## src/rtl/alu_issue_pkg.sv

```systemverilog
// Shared constants and types for the ALU issue stage: control codes, op fields, FSM states.
package alu_issue_pkg;

  localparam logic [3:0] CTL_AND = 4'b0000;
  localparam logic [3:0] CTL_OR  = 4'b0001;
  localparam logic [3:0] CTL_ADD = 4'b0010;
  localparam logic [3:0] CTL_SUB = 4'b0110;
  localparam logic [3:0] CTL_SLT = 4'b0111;
  localparam logic [3:0] CTL_NOR = 4'b1100;

  localparam logic [1:0] OP_AND  = 2'd0;
  localparam logic [1:0] OP_OR   = 2'd1;
  localparam logic [1:0] OP_ADD  = 2'd2;
  localparam logic [1:0] OP_LESS = 2'd3;

  typedef enum logic [1:0] {
    EMPTY = 2'd0,
    BUSY  = 2'd1,
    FULL  = 2'd2
  } state_e;

  typedef struct packed {
    logic       ainvert;
    logic       bnegate;
    logic [1:0] op;
  } ctl_fields_t;

endpackage

```

## src/rtl/alu_ctl_decode.sv

```systemverilog
// Combinational ALU control decode: raw bit-field mapping plus a legality flag.
module alu_ctl_decode
  import alu_issue_pkg::*;
(
  input  logic [3:0] ctl_i,
  output logic       ainvert_o,
  output logic       bnegate_o,
  output logic [1:0] op_o,
  output logic       legal_o
);

  assign ainvert_o = ctl_i[3];
  assign bnegate_o = ctl_i[2];
  assign op_o      = ctl_i[1:0];

  always_comb begin
    legal_o = 1'b0;
    case (ctl_i)
      CTL_AND, CTL_OR, CTL_ADD, CTL_SUB, CTL_SLT, CTL_NOR: legal_o = 1'b1;
      default:                                             legal_o = 1'b0;
    endcase
  end

endmodule

```

## src/rtl/alu_issue_stage.sv

```systemverilog
// Registered issue stage ahead of the N-bit ALU: decode on entry, 2-entry skid buffer.
// Optional illegal-code trap is enabled by defining ALU_ISSUE_ILLEGAL_TRAP_EN.
module alu_issue_stage
  import alu_issue_pkg::*;
#(
  parameter int WIDTH = 32
) (
  input  logic             clk,
  input  logic             rst_n,
  input  logic             in_valid,
  output logic             in_ready,
  input  logic [3:0]       in_ctl,
  input  logic [WIDTH-1:0] in_a,
  input  logic [WIDTH-1:0] in_b,
  output logic             out_valid,
  input  logic             out_ready,
  output logic [WIDTH-1:0] alu_in1,
  output logic [WIDTH-1:0] alu_in2,
  output logic             alu_ainvert,
  output logic             alu_bnegate,
  output logic [1:0]       alu_op,
  output logic             illegal_op
);

`ifdef ALU_ISSUE_ILLEGAL_TRAP_EN
  localparam bit TRAP_EN = 1'b1;
`else
  localparam bit TRAP_EN = 1'b0;
`endif

  state_e      state_q, state_d;
  logic        in_ready_q, in_ready_d;
  ctl_fields_t dec_fields;
  logic        dec_legal;
  logic        accept, push, pop;
  logic        load_main_in, load_main_skid, load_skid;

  ctl_fields_t     main_ctl_q, skid_ctl_q;
  logic [WIDTH-1:0] main_a_q, main_b_q, skid_a_q, skid_b_q;

  alu_ctl_decode u_decode (
    .ctl_i     (in_ctl),
    .ainvert_o (dec_fields.ainvert),
    .bnegate_o (dec_fields.bnegate),
    .op_o      (dec_fields.op),
    .legal_o   (dec_legal)
  );

  // A trapped code completes its handshake but never enters the buffer.
  assign accept = in_valid && in_ready_q;
  assign push   = accept && (dec_legal || !TRAP_EN);
  assign pop    = (state_q != EMPTY) && out_ready;

  always_ff @(posedge clk or negedge rst_n) begin
    if (!rst_n) begin
      state_q    <= EMPTY;
      in_ready_q <= 1'b1;
    end else begin
      state_q    <= state_d;
      in_ready_q <= in_ready_d;
    end
  end

  always_comb begin
    state_d = state_q;
    case (state_q)
      EMPTY: if (push) state_d = BUSY;
      BUSY: begin
        if (push && !pop)      state_d = FULL;
        else if (!push && pop) state_d = EMPTY;
      end
      FULL:    if (pop) state_d = BUSY;
      default: state_d = EMPTY;
    endcase
  end

  // in_ready is registered from the next state, so it never sees out_ready combinationally.
  always_comb begin
    in_ready_d     = (state_d != FULL);
    load_main_in   = 1'b0;
    load_main_skid = 1'b0;
    load_skid      = 1'b0;
    case (state_q)
      EMPTY: load_main_in = push;
      BUSY: begin
        load_main_in = push && pop;
        load_skid    = push && !pop;
      end
      FULL:    load_main_skid = pop;
      default: ;
    endcase
  end

  always_ff @(posedge clk or negedge rst_n) begin
    if (!rst_n) begin
      main_ctl_q <= '0;
      main_a_q   <= '0;
      main_b_q   <= '0;
      skid_ctl_q <= '0;
      skid_a_q   <= '0;
      skid_b_q   <= '0;
    end else begin
      if (load_main_in) begin
        main_ctl_q <= dec_fields;
        main_a_q   <= in_a;
        main_b_q   <= in_b;
      end else if (load_main_skid) begin
        main_ctl_q <= skid_ctl_q;
        main_a_q   <= skid_a_q;
        main_b_q   <= skid_b_q;
      end
      if (load_skid) begin
        skid_ctl_q <= dec_fields;
        skid_a_q   <= in_a;
        skid_b_q   <= in_b;
      end
    end
  end

`ifdef ALU_ISSUE_ILLEGAL_TRAP_EN
  logic illegal_op_q;

  always_ff @(posedge clk or negedge rst_n) begin
    if (!rst_n) illegal_op_q <= 1'b0;
    else        illegal_op_q <= accept && !dec_legal;
  end

  assign illegal_op = illegal_op_q;
`else
  assign illegal_op = 1'b0;
`endif

  assign in_ready    = in_ready_q;
  assign out_valid   = (state_q != EMPTY);
  assign alu_in1     = main_a_q;
  assign alu_in2     = main_b_q;
  assign alu_ainvert = main_ctl_q.ainvert;
  assign alu_bnegate = main_ctl_q.bnegate;
  assign alu_op      = main_ctl_q.op;

endmodule

```

## config.mk

```make
export PLATFORM = sky130hd
export DESIGN_NAME = alu_issue_stage
export DESIGN_NICKNAME = d
export VERILOG_FILES = /design/src/rtl/alu_issue_pkg.sv /design/src/rtl/alu_ctl_decode.sv /design/src/rtl/alu_issue_stage.sv
export SDC_FILE = /design/constraint.sdc
export NUM_CORES = 1
export LEC_CHECK = 0
export BUFFER_PORTS_ARGS = -buffer_cell sky130_fd_sc_hd__buf_2
export CAP_MARGIN = 20
export CORE_MARGIN = 10
export CORE_UTILIZATION = 50
export CTS_BUF_LIST = sky130_fd_sc_hd__clkbuf_2
export CTS_CLUSTER_DIAMETER = 40
export CTS_CLUSTER_SIZE = 8
export DETAILED_ROUTE_END_ITERATION = 10
export PLACE_DENSITY = 0.87
export SETUP_SLACK_MARGIN = 0.05
export SYNTH_ARGS = -nofsm -noshare
export SYNTH_HDL_FRONTEND = slang
export SYNTH_SLANG_ARGS = --single-unit
```

## constraint.sdc

```tcl
create_clock -name clk -period 2.2 [get_ports clk]
set_input_delay 0.44 -clock clk [delete_from_list [all_inputs] [get_ports clk]]
set_output_delay 0.44 -clock clk [all_outputs]
set_load 0.02 [all_outputs]
```

Yosys cells after proc, flatten, opt, wreduce, memory -nomap -nowiden. Cells that the tools add are included.

Input port bits: 72. Register bits: 139.

Reductions and logical operators: 10. Mux-type cells: 14. Equal/unequal tests: 3.

Operators with widths (number): 2-to-1 mux 32 bit (4); 2-to-1 mux 2 bit (4); 2-to-1 mux 4 bit (2); one-hot mux 2 bit (3 select lines) (1); logical AND 1 bit (5); nonzero test 2 bit (2); == test 2 x 1 -> 1 bit (second input constant) (1); == test 2 bit (second input constant) (1); logical NOT 1 bit (2); logical NOT 2 bit (1); 2-to-1 mux 1 bit (2); != test 2 bit (second input constant) (1); one-hot mux 1 bit (2 select lines) (1).

Depth between registers and ports, before layout. Gate-level depths: netlist of run 1.

Depth in word-level cells: 7. Depth in mapped cells: 6. Gate-level depth less buffers: 3.

By module. From an unflattened synthesis of run 1, not the netlist that was laid out.

Cell total of the unflattened synthesis: 389. Area, all modules: 6273.5 sq um.

By module, submodules not included: alu_issue_stage (seq. area each 3479.6 sq um, instances 1, area an instance 6202.2 sq um, cells each 381); alu_ctl_decode (seq. area each 0.0 sq um, instances 1, area an instance 71.3 sq um, cells each 8).

Least setup slack after synthesis of run 1. No wires, ideal clock.

Path kind: flip-flop to flip-flop. Start point: register in_ready_q (netlist: in_ready). End point: register main_a_q[0] (netlist: alu_in1[0]). Data required time: 2075 ps. Path slack: 353 ps. Buffers on the path: 3. Stages on the path, launching flop included: 7. Arrival time: 1722 ps. Clock period less this slack: 1847 ps. Path through: dfstp_2 > nand2_1 > or3b_1 > clkbuf_1 > buf_6 > buf_6 > mux2_4.

Cells in the longest elaborated chain, start to end: 4. Elaborated cells between the ends (all ways): 5.

Ends and longest elaborated chain: from (decl) (line alu_issue_stage.sv:32) `logic in_ready_q, in_ready_d;`; from (signal assigned) (line alu_issue_stage.sv:60) `in_ready_q <= in_ready_d;`; logical AND 1 bit (*) (line alu_issue_stage.sv:50) `assign accept = in_valid && in_ready_q;`; logical AND 1 bit (line alu_issue_stage.sv:86) `load_main_in = push && pop;`; one-hot mux 1 bit (2 select lines) (*) (line alu_issue_stage.sv:83) `case (state_q)`; 2-to-1 mux 32 bit or nonzero test 2 bit (tied branches); to (signal assigned) (line alu_issue_stage.sv:105) `main_a_q <= in_a;`; to (signal assigned) (line alu_issue_stage.sv:109) `main_a_q <= skid_a_q;`; to (decl) (line alu_issue_stage.sv:39) `logic [WIDTH-1:0] main_a_q, main_b_q, skid_a_q, skid_b_q;`.

Every way passes the cells marked *; elsewhere a longest branch is shown, timed or not. A chain may end at the register's enable or synchronous reset.

Final worst setup path of run 1.
Start point: register state_q[0]. End point: output out_valid.

Cells in the longest elaborated chain, start to end: 1.

Ends and longest elaborated chain: from (decl) (line alu_issue_stage.sv:31) `state_e state_q, state_d;`; from (signal assigned) (line alu_issue_stage.sv:59) `state_q <= state_d;`; nonzero test 2 bit (line alu_issue_stage.sv:134) `assign out_valid = (state_q != EMPTY);`; to (decl) (line alu_issue_stage.sv:15) `output logic out_valid,`.

Every way passes these cells.

==> results.cfg, run 1 <==
[sta]
hold_violations = 0
setup_viol = 0
period_needed_ns = 1.986
final.setup_skew_ns = 0.02009
setup_tns_ns = 0
rsz0062_at_grt = no
tightestPinTransition_ns = 0.5151
slew-limit-headroom = 0.6566
setup_ws_ns = 0.2142
slew_viol_final = 0
timing.final.crit_share = 0.9026
max_freq_mhz = 503.6

[setup_path]
crit_path_start_kind = register
rrSetupSlack_ns = 0.34
crit_type = register to output pin
cp_cell_sequence = or2_4, buf_4
required_ns = 1.76
cp-end-kind = output pin
crit_arrival_ns = 1.55
max_stage_delay_ns = 0.46
path_max_fanout = 5
critPathSlowestCell = dfrtp_1
crit_family = flip-flops
path_buf_inv = 1

[route]
drt_first_pass_iters = 4
viasPerCell = 5.123
drc_errors = 0
via_count = 3883
wl_per_cell_um = 18.60
drt-total-wl_um = 14100
drt_iter0_markers = 150
drt.antenna.violating_nets = 0

[place]
routabilityCongestion = 0.7249
dp.cells = 655
post-place-ws_ns = 0.2860
io_buffers = 141
place_hpwl_um = 9215

[grt]
antenna_found_initial = 0
grt_pass1_wl_um = 23360
grt_max_degree = 55
track_usage = 0.1760
gr-total-overflow = 0
grt_pass1_vias = 4563

[worst_hold_path]
hold_class = primary input to async pin

[synth]
synth_fp_nets = 452
yosys.area.top_type = dfrtp_1
synthCells = 380
synth_cell_types = 19
synth_ff_type = dfrtp_1
synth_area_leaders = dfrtp_1 57%, mux2_2 34%, mux2_4 4.9%
synth_top_area_share = 0.5691
synth_most_common_cell = mux2_2
synth_edf_count = 0
synth_seq_area_share = 0.5734
synth_common_cells = 185 x mux2_2, 138 x dfrtp_1, 20 x mux2_4
synth-seq-cells = 139
ys_warn_count = 0
synthesis.area_mm2 = 0.006068
async_flop_share = 1.000
syn_area_per_cell_um2 = 15.97

[layout]
utilization = 0.6607
nFillCells = 820
drive_above_1_share = 0.6399
antenna_cells = 0
instances_no_fill = 758
fin_nets = 670
area_growth_pct = 30.23

[clock_tree]
clk_latency_ns = 0.69
clock-sinks = 139
cts_root_buffer = clkbuf_2
cts_tree = built
clk_pin_slew_worst_paths_ns = 0.18
clockBufferDepth = 2
cts_buffers = 17
htreeDepth = 4

[run_status]
status = finished clean

[floorplanning]
start_util = 0.5073
io_pins = 143
rows = 40
chipWidth_um = 130.2
die-area_mm2 = 0.01694
die_h_um = 130.2
core_mm2 = 0.01196

[pwr]
finalPower_mw = 10.43
peakVddDrop_v = 0.0008317
leakage_nw = 3.676
power_density_mw_per_mm2 = 1320

[flow_run]
cap_violations = 0
==> report_power, final <==
group / total, mW / internal (mW) / switching [mW]
registers: 4.50 / 3.84 / 0.660
logic: 4.68 / 2.52 / 2.16
clock network: 1.25 / 0.403 / 0.845
total: 10.4 / 6.76 / 3.67
==> per-layer routing <==
layer  vias to the layer above  track usage  wire, um  part of all wire
met5                         -            0         0                 0
met4                         0      0.06548       196             0.014
met3                        16      0.06288      1093             0.078
met2                       108       0.3027      7131              0.51
met1                      1964       0.1962      5674              0.40
li1                       1795            -         -                 -
==> worst register-to-register path, cell delays in order (launching register included) <==
cell and delay [ns]:
dfrtp_2 0.45, buf_4 0.16, nand3b_1 0.22, buf_12 0.26, mux2_2 0.41, mux2_4 0.26
==> cell families after synthesis <==
group,synth area share
other,0.0006180
AOI/OAI and AO/OA,0.002268
DFF,0.5734
muxes,0.3928
buffers and inverters,0.02144
and+or+nand+nor,0.009484
==> timing repair <==
action | in CTS | in global routing
hold buffers | 70 | 0
endpoints found under the hold margin | 188 | 0
resized for setup | 1 | 2
setup buffers | 1 | 0
endpoints found under the setup margin | 1 | 1
==> path summary, 6_finish.rpt <==
check | startpoint | to | cells after the start
worst min register to register | skid_b_q[9]$_DFFE_PN0P_ | skid_b_q[9]$_DFFE_PN0P_ | 1
min in group clk | in_valid | state_q[0]$_DFF_PN0_ | 4
worst max register to register | state_q[1]$_DFF_PN0_ | alu_in1[7]$_DFFE_PN0P_ | 5
worst max-delay path | state_q[0]$_DFF_PN0_ | out_valid | 2
max in group asynchronous | rst_n | alu_in2[1]$_DFFE_PN0P_ | 3
worst min-delay path | rst_n | skid_a_q[10]$_DFFE_PN0P_ | 2
==> through the flow <==
step | area (um^2) | hold slack [ns]
after floorplan | 6068 | 0.1444
final | 7903 | 0.2473
after detailed placement | 7004 | 0.4264
after global placement | 7004 | 0.4259
after CTS | 7898 | 0.1380
after global routing | 7903 | 0.2114
==> area by class of cell <==
type / count / area, um^2 / share of cell area
tap: 147 / 183.9 / 0.02327
clock buffer: 21 / 105.1 / 0.01330
multi-input combinational: 218 / 2469 / 0.3124
clock inverter: 11 / 78.83 / 0.009975
sequential: 139 / 3481 / 0.4405
timing repair buffer: 222 / 1585 / 0.2006
==> cell usage in the layout, fill, tap and decap left out, types with 2 or more instances in the layout <==
master,Yosys,layout
dfrtp_1,138,137
clkbuf_2,0,21
dlygate4sd3_1,0,70
nor2_1,2,2
mux2_4,20,20
buf_12,0,7
clkinv_1,0,4
clkinv_2,0,5
buf_2,14,139
mux2_2,185,185
nand2b_1,2,2
buf_4,1,5
==> registers in the layout (all words and copies together), names as in the netlist <==
register     count
skid_ctl_q       4
alu_bnegate      1
alu_in2         32
skid_b_q        32
in_ready         1
state_q          2
alu_in1         32
skid_a_q        32
alu_op           2
alu_ainvert      1
Power figures use the tool's default switching activity.
==> run 2: changes to the inputs <==
- BUFFER_PORTS_ARGS: -buffer_cell sky130_fd_sc_hd__buf_2 -> -buffer_cell sky130_fd_sc_hd__buf_4
==> run 2 against run 1 <==
Net effect: core utilization up 2.5 points; routed wire length up 0.76%; highest routed layer unchanged; clock power down 11%; worst hold slack worse by 0.022 ns; count of clock-buffer cells in the layout up 2; flip-flop and latch count unchanged; via count up 1.1%.
==> results.cfg, run 2 (same netlist as run 1, synthesis figures left out) <==
[grt]
grt_pass1_wl_um = 23500
track_usage = 0.1761
antenna_found_initial = 1
grt_pass1_vias = 4533
gr-total-overflow = 0
grt_max_degree = 57

[sta]
slew_viol_final = 0
rsz0062_at_grt = no
setup_viol = 0
final.setup_skew_ns = 0.02955
period_needed_ns = 2.024
setup_tns_ns = 0
timing.hold.ws_ns = 0.2256
max_freq_mhz = 494.1
hold_violations = 0
timing.final.crit_share = 0.9199

[setup_path]
worstRegToRegCells = 6
crit_arrival_ns = 1.58
critPathCapture = out_valid
reg2reg_from = state_q[0]$_DFF_PN0_
crit_path_start_kind = register
cp-startpoint = state_q[1]$_DFF_PN0_
path_max_fanout = 2
cp-end-kind = output pin
crit_type = register to output pin
required_ns = 1.76
rrSetupSlack_ns = 0.26
r2r_end = alu_in1[29]$_DFFE_PN0P_

[floorplanning]
die-area_mm2 = 0.01694
core_mm2 = 0.01196
die_h_um = 130.2
rows = 40
start_util = 0.5073
chipWidth_um = 130.2
io_pins = 143

[route]
drc_errors = 0
drt-total-wl_um = 14200
drt_first_pass_iters = 5
drt_iter0_markers = 176
wl_per_cell_um = 18.69
via_count = 3927
viasPerCell = 5.167
drt.antenna.violating_nets = 0

[clock_tree]
clockBufferDepth = 2
cts_buffers = 17
clk_latency_ns = 0.68
clock-sinks = 139
cts_tree = built
cts_root_buffer = clkbuf_2
htreeDepth = 4
clk_pin_slew_worst_paths_ns = 0.18

[layout]
final_cell_mix = 185 x mux2_2, 147 x buf_4, 137 x dfrtp_1
nFillCells = 774
drive_above_1_share = 0.6340
final_common_cell = mux2_2
area_growth_pct = 35.11
fin_nets = 671

[worst_hold_path]
hold_class = primary input to async pin

[pwr]
power_density_mw_per_mm2 = 1308
leakage_nw = 3.770
peakVddDrop_v = 0.0006961

[place]
place_hpwl_um = 9069
routabilityCongestion = 0.7183
io_buffers = 141

[flow_run]
cap_violations = 0

[run_status]
status = finished clean
-- run 2: cell count changes in the layout (fill, tap and decap cells not counted), sizes merged --
cell / delta
diode: +1
bufinv: -1
clkinv: -1
buf: +1
clkbuf: +2
-- run 2: how the worst min path moves through the flow --
| stage | from | end | slack (ns) | depth (start not counted) |
|---|---|---|---|---|
| 5_1_grt | rst_n | alu_in1[7]$_DFFE_PN0P_ | 0.14 | 2 |
| 2_1_floorplan | rst_n | alu_ainvert$_DFFE_PN0P_ | 0.14 | 0 |
| 4_1_cts | rst_n | alu_in1[3]$_DFFE_PN0P_ | 0.14 | 2 |
| 3_3_place_gp | rst_n | alu_in1[7]$_DFFE_PN0P_ | 0.38 | 1 |
| 3_5_place_dp | rst_n | alu_in1[7]$_DFFE_PN0P_ | 0.39 | 1 |
| 6_report | rst_n | alu_in1[7]$_DFFE_PN0P_ | 0.23 | 2 |
-- run 2: per-stage QoR --
step | std cells | cell area, um^2 | total power, mW | util | setup slack [ns]
CTS | 756 | 8174 | 10.77 | 0.6834 | 0.07769
global route | 760 | 8199 | 11.44 | 0.6855 | 0.05494
detailed placement | 653 | 7315 | 9.546 | 0.6115 | 0.3138
finish | 760 | 8199 | 10.72 | 0.6855 | 0.1761
global placement | 653 | 7315 | 9.266 | 0.6115 | 0.3594
floorplan | 380 | 6068 | 7.692 | - | 0.3532
-- run 2: worst max-delay path: stages (launching register included) --
cell and delay [ns]:
dfrtp_2 0.45, or2_2 0.30, buf_4 0.16
-- run 2: report_power, final --
group          switching, mW  internal [mW]
combinational           2.16           2.91
clock                  0.820          0.290
sequential             0.708           3.84
-- run 2: cell type report --
class	instances	area (um^2)	share of cell area
Antenna cell	1	2.502	0.0003052
Clock buffer	23	115.1	0.01404
Clock inverter	9	35.03	0.004273
Multi-Input combinational cell	218	2466	0.3008
Sequential cell	139	3481	0.4245
Tap cell	147	183.9	0.02243
Timing Repair Buffer	223	1916	0.2336
-- run 2: repair_timing --
item | CTS | global route
buffers inserted | 1 | 3
hold buffers | 70 | 0
endpoints found under the hold margin | 244 | 0
gates resized for setup | 1 | 0
setup endpoints to repair | 1 | 1
-- run 2: metal layers --
metal	routed length, um	part of all wire	global-route usage
met5	0	0	0
met4	153	0.011	0.05886
met3	1123	0.079	0.06734
met2	7348	0.52	0.3057
met1	5577	0.39	0.1937
